**config.mk**
```make
export PLATFORM = sky130hd
export DESIGN_NAME = st_h2f_return_arbiter
export DESIGN_NICKNAME = d
export VERILOG_FILES = /design/src/rtl/st_arb_pkg.sv /design/src/rtl/rr_pick.sv /design/src/rtl/st_h2f_return_arbiter.sv
export SDC_FILE = /design/constraint.sdc
export NUM_CORES = 1
export LEC_CHECK = 0
export CORE_MARGIN = 2
export CORE_UTILIZATION = 45
export CTS_CLUSTER_SIZE = 40
export DETAILED_ROUTE_END_ITERATION = 16
export GPL_TIMING_DRIVEN = 0
export PLACE_DENSITY = 0.81
export SETUP_SLACK_MARGIN = 0.05
export SYNTH_ARGS = -nofsm -noshare
export SYNTH_HDL_FRONTEND = slang
export SYNTH_HIERARCHICAL = 1
export SYNTH_SLANG_ARGS = --single-unit
```
**constraint.sdc**
```tcl
create_clock -name clk_100_clk -period 3.53 [get_ports clk_100_clk]
set_clock_uncertainty 0.1 [all_clocks]
set_input_delay 0.706 -clock clk_100_clk [delete_from_list [all_inputs] [get_ports clk_100_clk]]
set_output_delay 0.706 -clock clk_100_clk [all_outputs]
set_load 0.1 [all_outputs]
```
**src/rtl/st_arb_pkg.sv**
```systemverilog
// Shared types, header layout and helpers for the HPS-bound return-stream arbiter.
package st_arb_pkg;

  typedef enum logic [1:0] {
    IDLE,
    HEADER,
    BURST
  } state_t;

  localparam logic [7:0] HDR_SYNC     = 8'hA5;
  localparam int         HDR_SYNC_LSB = 24;
  localparam int         HDR_ID_LSB   = 20;
  localparam int         HDR_LEN_LSB  = 0;

  function automatic logic [15:0] min_len(input logic [31:0] level, input logic [31:0] max_burst);
    if (level < max_burst) return level[15:0];
    return max_burst[15:0];
  endfunction

  // Header word: sync byte, source id, a zero nibble, then the burst length.
  function automatic logic [31:0] make_header(input logic [3:0] id, input logic [15:0] len);
    logic [31:0] h;
    h = '0;
    h[HDR_SYNC_LSB +: 8] = HDR_SYNC;
    h[HDR_ID_LSB +: 4]   = id;
    h[HDR_LEN_LSB +: 16] = len;
    return h;
  endfunction

endpackage

```
**src/rtl/rr_pick.sv**
```systemverilog
// Combinational round-robin search: first eligible requester at or after ptr, wrapping.
module rr_pick #(
  parameter int N_SRC = 2
) (
  input  logic [N_SRC-1:0] eligible,
  input  logic [3:0]       ptr,
  output logic [3:0]       pick,
  output logic             any
);

  logic [15:0] elig_pad;
  logic [4:0]  idx;

  always_comb begin
    elig_pad = 16'(eligible);
    pick     = '0;
    any      = 1'b0;
    idx      = '0;
    for (int k = 0; k < N_SRC; k++) begin
      idx = {1'b0, ptr} + 5'(k);
      if (idx >= 5'(N_SRC)) idx = idx - 5'(N_SRC);
      if (!any && elig_pad[idx[3:0]]) begin
        any  = 1'b1;
        pick = idx[3:0];
      end
    end
  end

endmodule

```
**src/rtl/st_h2f_return_arbiter.sv**
```systemverilog
// Round-robin burst arbiter: one header word then a bounded payload burst per grant,
// sharing the single HPS-bound Avalon-ST sink among N_SRC producers.
module st_h2f_return_arbiter
  import st_arb_pkg::*;
#(
  parameter int N_SRC     = 2,
  parameter int LEVEL_W   = 10,
  parameter int MAX_BURST = 64
) (
  input  logic                     clk_100_clk,
  input  logic                     reset_reset,
  input  logic                     enable,
  input  logic [32*N_SRC-1:0]      src_data,
  input  logic [N_SRC-1:0]         src_valid,
  output logic [N_SRC-1:0]         src_ready,
  input  logic [LEVEL_W*N_SRC-1:0] src_level,
  output logic [31:0]              out_data,
  output logic                     out_valid,
  input  logic                     out_ready,
  output logic                     busy,
  output logic [3:0]               grant_id,
  output logic [31:0]              burst_count
);

  state_t             state;
  logic [3:0]         rr_ptr;
  logic [15:0]        len;
  logic [15:0]        remaining;
  logic [31:0]        header;
  logic [N_SRC-1:0]   eligible;
  logic [3:0]         pick;
  logic               pick_any;
  logic [LEVEL_W-1:0] pick_level;
  logic [15:0]        next_len;
  logic [N_SRC-1:0]   grant_sel;
  logic               grant_valid;
  logic [31:0]        grant_data;
  logic               beat;

  always_comb begin
    eligible   = '0;
    pick_level = '0;
    grant_sel  = '0;
    grant_valid = 1'b0;
    grant_data = '0;
    for (int i = 0; i < N_SRC; i++) begin
      eligible[i] = |src_level[LEVEL_W*i +: LEVEL_W];
      if (pick == 4'(i)) pick_level = src_level[LEVEL_W*i +: LEVEL_W];
      if (grant_id == 4'(i)) begin
        grant_sel[i] = 1'b1;
        grant_valid  = src_valid[i];
        grant_data   = src_data[32*i +: 32];
      end
    end
  end

  rr_pick #(
    .N_SRC(N_SRC)
  ) u_rr_pick (
    .eligible(eligible),
    .ptr     (rr_ptr),
    .pick    (pick),
    .any     (pick_any)
  );

  assign next_len = min_len(32'(pick_level), 32'(MAX_BURST));
  assign beat     = (state == BURST) && grant_valid && out_ready;
  assign busy     = (state != IDLE);

  // Length is latched at grant time so level changes mid-burst cannot disturb it.
  always_ff @(posedge clk_100_clk) begin
    if (reset_reset) begin
      state       <= IDLE;
      rr_ptr      <= '0;
      grant_id    <= '0;
      len         <= '0;
      remaining   <= '0;
      header      <= '0;
      burst_count <= '0;
    end else begin
      unique case (state)
        IDLE: begin
          if (enable && pick_any) begin
            grant_id <= pick;
            len      <= next_len;
            header   <= make_header(pick, next_len);
            state    <= HEADER;
          end
        end
        HEADER: begin
          if (out_ready) begin
            remaining <= len;
            state     <= BURST;
          end
        end
        BURST: begin
          if (beat) begin
            remaining <= remaining - 16'd1;
            if (remaining == 16'd1) begin
              state       <= IDLE;
              rr_ptr      <= (grant_id == 4'(N_SRC - 1)) ? 4'd0 : grant_id + 4'd1;
              burst_count <= burst_count + 32'd1;
            end
          end
        end
        default: state <= IDLE;
      endcase
    end
  end

  // Payload is forwarded straight through so a stalled source simply holds the sink.
  always_comb begin
    out_valid = 1'b0;
    out_data  = '0;
    src_ready = '0;
    unique case (state)
      HEADER: begin
        out_valid = 1'b1;
        out_data  = header;
      end
      BURST: begin
        out_valid = grant_valid;
        out_data  = grant_data;
        src_ready = grant_sel & {N_SRC{out_ready}};
      end
      default: ;
    endcase
  end

endmodule
```
==> results of run 1 <==
[worst max path at each step]
stage,to,depth (start not counted)
6_report,out_valid,7
5_1_grt,out_valid,7
4_1_cts,out_data[31],8
3_5_place_dp,out_data[31],8
3_3_place_gp,out_data[31],8
2_1_floorplan,out_data[0],7
[worst register-to-register path: stages (launching register included)]
cell and delay [ns]:
dfxtp_1 0.39, buf_2 0.23, inv_1 0.08, ha_1 0.34
ha_1 0.22, xnor2_1 0.23, o21ai_0 0.13, a21oi_1 0.12
a32o_1 0.37, mux2i_1 0.39, nor2b_2 0.14, a22oi_1 0.18
nor2_1 0.06
[cells in the final DEF, fill, tap and decap left out, drive strengths merged, types with 13 or more instances in the layout]
cell and count:
clkdlybuf4s50 126, dfxtp 69, nor2 51, nand2 50
clkbuf 49, o21ai 43, a21oi 40, mux2i 37
buf 30, inv 22, nor4 19, or3 16
nand3 16, ha 13
[layout make-up]
class,instances,area share [%]
repair buffers,162,24.0
clock buffers,11,2.39
multi-input cells,428,43.9
well taps,133,2.63
clock inverters,5,0.929
plain buffers,36,2.99
inverters,22,1.31
flip-flops and latches,69,21.8
[Yosys cell counts, drive strengths merged, types with 9 or more instances]
cell	n	area [sq um]
or3	16	100
inv	22	82.6
nor4	19	119
buf	18	119
nand3	16	80.1
ha	13	163
mux2i	37	370
mux2	9	101
xnor2	11	96.3
dfxtp	69	1380
or4	12	105
o21ai	43	215
nand4	11	68.8
a21oi	40	200
clkbuf	19	71.3
nor2	51	191
nand2	50	188
[power breakdown]
part           total (mW)  switching (mW)  internal, mW
Sequential          0.825          0.0255         0.800
Combinational       0.515           0.306         0.209
Clock               0.685           0.320         0.365
Total                2.02           0.652          1.37
[state kept, by name, indices dropped and copies added (netlist names)]
| signal | cells |
|---|---|
| header | 12 |
| grant_id | 3 |
| rr_ptr | 4 |
| remaining | 16 |
| state | 2 |
| burst_count | 32 |
[routing by layer]
metal | up-vias | track usage [%]
met3 | 29 | 6.58
met4 | 0 | 10.8
li1 | 2358 | -
met1 | 2268 | 31.0
met5 | - | 0
met2 | 207 | 50.0
[cells by family (layout without fill, tap and decap cells)]
kind of cell,count (synthesis),after routing,share of synthesized area (%)
adders and majority gates,13,13,3.71
muxes,46,46,10.8
xor gates and xnor gates,15,15,3.00
and+or+nand+nor,223,223,27.1
AOI/OAI and AO/OA,128,128,17.6
other,1,3,0.0856
DFF,69,69,31.5
buffers and inverters,59,236,6.22
[through the flow]
step	hold slack (ns)	power [mW]	instances	util [%]
4_1_cts	0.391	2.03	866	65.6
3_5_place_dp	0.369	1.35	850	64.6
2_1_floorplan	0.340	1.16	556	-
6_report	0.390	2.02	866	65.9
5_1_grt	0.411	2.10	866	65.9
3_3_place_gp	0.363	1.34	850	64.6
[what timing repair did]
action	4_1_cts	5_1_grt
gates resized for setup	163	29
setup endpoints to repair	36	38
setup buffers	0	1
==> flow_metrics.tcl, run 1 <==
set metrics [dict create \
    setup-tns-final_ns 0 \
    highest_layer "met4" \
    start_util_pct 45.7 \
    avgSynthCellArea_sq_um 7.91 \
    dr.pass1.iters 5 \
    start_kind "flop" \
    max_stage_delay_ns 0.62 \
    peakVddDrop_v 0.000223 \
    cts_hold_buf 0 \
    setup_viol 0 \
    gp_congestion 0.913 \
    reg2reg_from "rr_ptr[0]$_SDFFE_PP0P_" \
    startpoint "state[0]$_SDFFE_PP0P_" \
    drt-total-wl_microns 14400 \
    grt_max_degree 13 \
    areaGrowthSynthToFinish_pct 44.4 \
    finalHoldViolCount 0 \
    hold_end "rr_ptr[3]$_SDFFE_PP0P_" \
    route.vias.total 4862 \
    syn_inst 554 \
    dieArea_sq_mm 0.0105 \
    met2_wirelength_microns 7360 \
    hold_depth 1 \
    ff2ff_setup_slack_ns 0.45 \
    min-delay-start "rr_ptr[3]$_SDFFE_PP0P_" \
    cts_tree "built" \
    final_antenna_net_count 0 \
    post-route-min-period_ns 3.36 \
    seq_area_frac_synth_pct 31.5 \
    dieWidth_microns 103 \
    num_rows 36 \
    synth_ff_type "dfxtp_1" \
    syn_area_sq_mm 0.00438 \
    met3_length_microns 1070 \
    cp_slowest_cell "or4b_2" \
    rsz0062_at_grt "no" \
    p_leak_nw 2.18 \
    worst_pin_slew_ns 1.02 \
    synth-seq-cells 69 \
    drive_gt1_share_pct 13.4 \
    crit_family "simple AND/OR/NAND/NOR gates" \
    post-route-worst-setup-slack_ns 0.172 \
    post_drt_wl_per_cell_microns 16.7 \
    place_worst_setup_slack_ns -0.908 \
    arrival_ns 2.55 \
    critical_path_class "flop to output port" \
    grt_util_all_layers_pct 27.5 \
    path_clk_slew_ns 0.08 \
    cts_root_buffer "clkbuf_8" \
    dpl.hpwl_microns 11500 \
    fmax_mhz 298 \
    rr_worst_depth 12 \
    end_kind "output port" \
    stdcell_area_sq_mm 0.00633 \
    relSlewSlack_pct 31.6 \
    report.final.slew_viol_count 0 \
    core_area_sq_mm 0.00959 \
    synth_edf_count 0 \
    fill_cells 840 \
    ys_warn_count 6 \
    synth.distinct_cells 58 \
    io_pins 162 \
    fin_nets 831 \
    drv_cap 0 \
    drc 0 \
    port_buffers 161 \
    viasPerCell 5.61 \
    antenna_found_initial 0 \
    worst-path-max-fanout 9 \
    multi_input_area_sq_mm 0.00278 \
    min_path_type "flop to flop" \
    cts.sinks 69 \
    required_ns 2.72 \
    die_h_microns 103 \
    status "complete, no violations" \
    clk_latency_ns 0.35 \
    numCtsBuffers 9 \
    clock_path_buffers 2 \
    synthArstFlopShare_pct 0 \
    rr_endpoint "header[0]$_SDFFE_PP0P_" \
    grt_pass1_vias 4707 \
    path_cells "inv_1 -> ha_1 -> buf_4 -> or4b_2 -> nor2_1 -> o21a_1 -> buf_2" \
    regArea_sq_mm 0.00138 \
    crit_buf_inv 3 \
    powerDensity_mw_per_mm2 320 \
    drt-initial-drc-count 335 \
    grt_pass1_wl_microns 22900 \
    fin_crit_sh_pct 95.1 \
    wl_met1_microns 5570 \
    diodes 0 \
    cts_max_level 3 \
    postPlaceCellArea_sq_mm 0.00619 \
    overflow 0 \
]
Power figures use the tool's default switching activity.
==> run 2, diff against run 1 <==
--- a/config.mk
+++ b/config.mk
@@ -10,6 +10,7 @@
 export CTS_CLUSTER_SIZE = 40
 export DETAILED_ROUTE_END_ITERATION = 16
 export GPL_TIMING_DRIVEN = 0
+export HOLD_SLACK_MARGIN = 0.02
 export PLACE_DENSITY = 0.81
 export SETUP_SLACK_MARGIN = 0.05
 export SYNTH_ARGS = -nofsm -noshare
==> results of run 2 <==
Same layout as run 1: the final DEF is identical, and so are final timing and power.
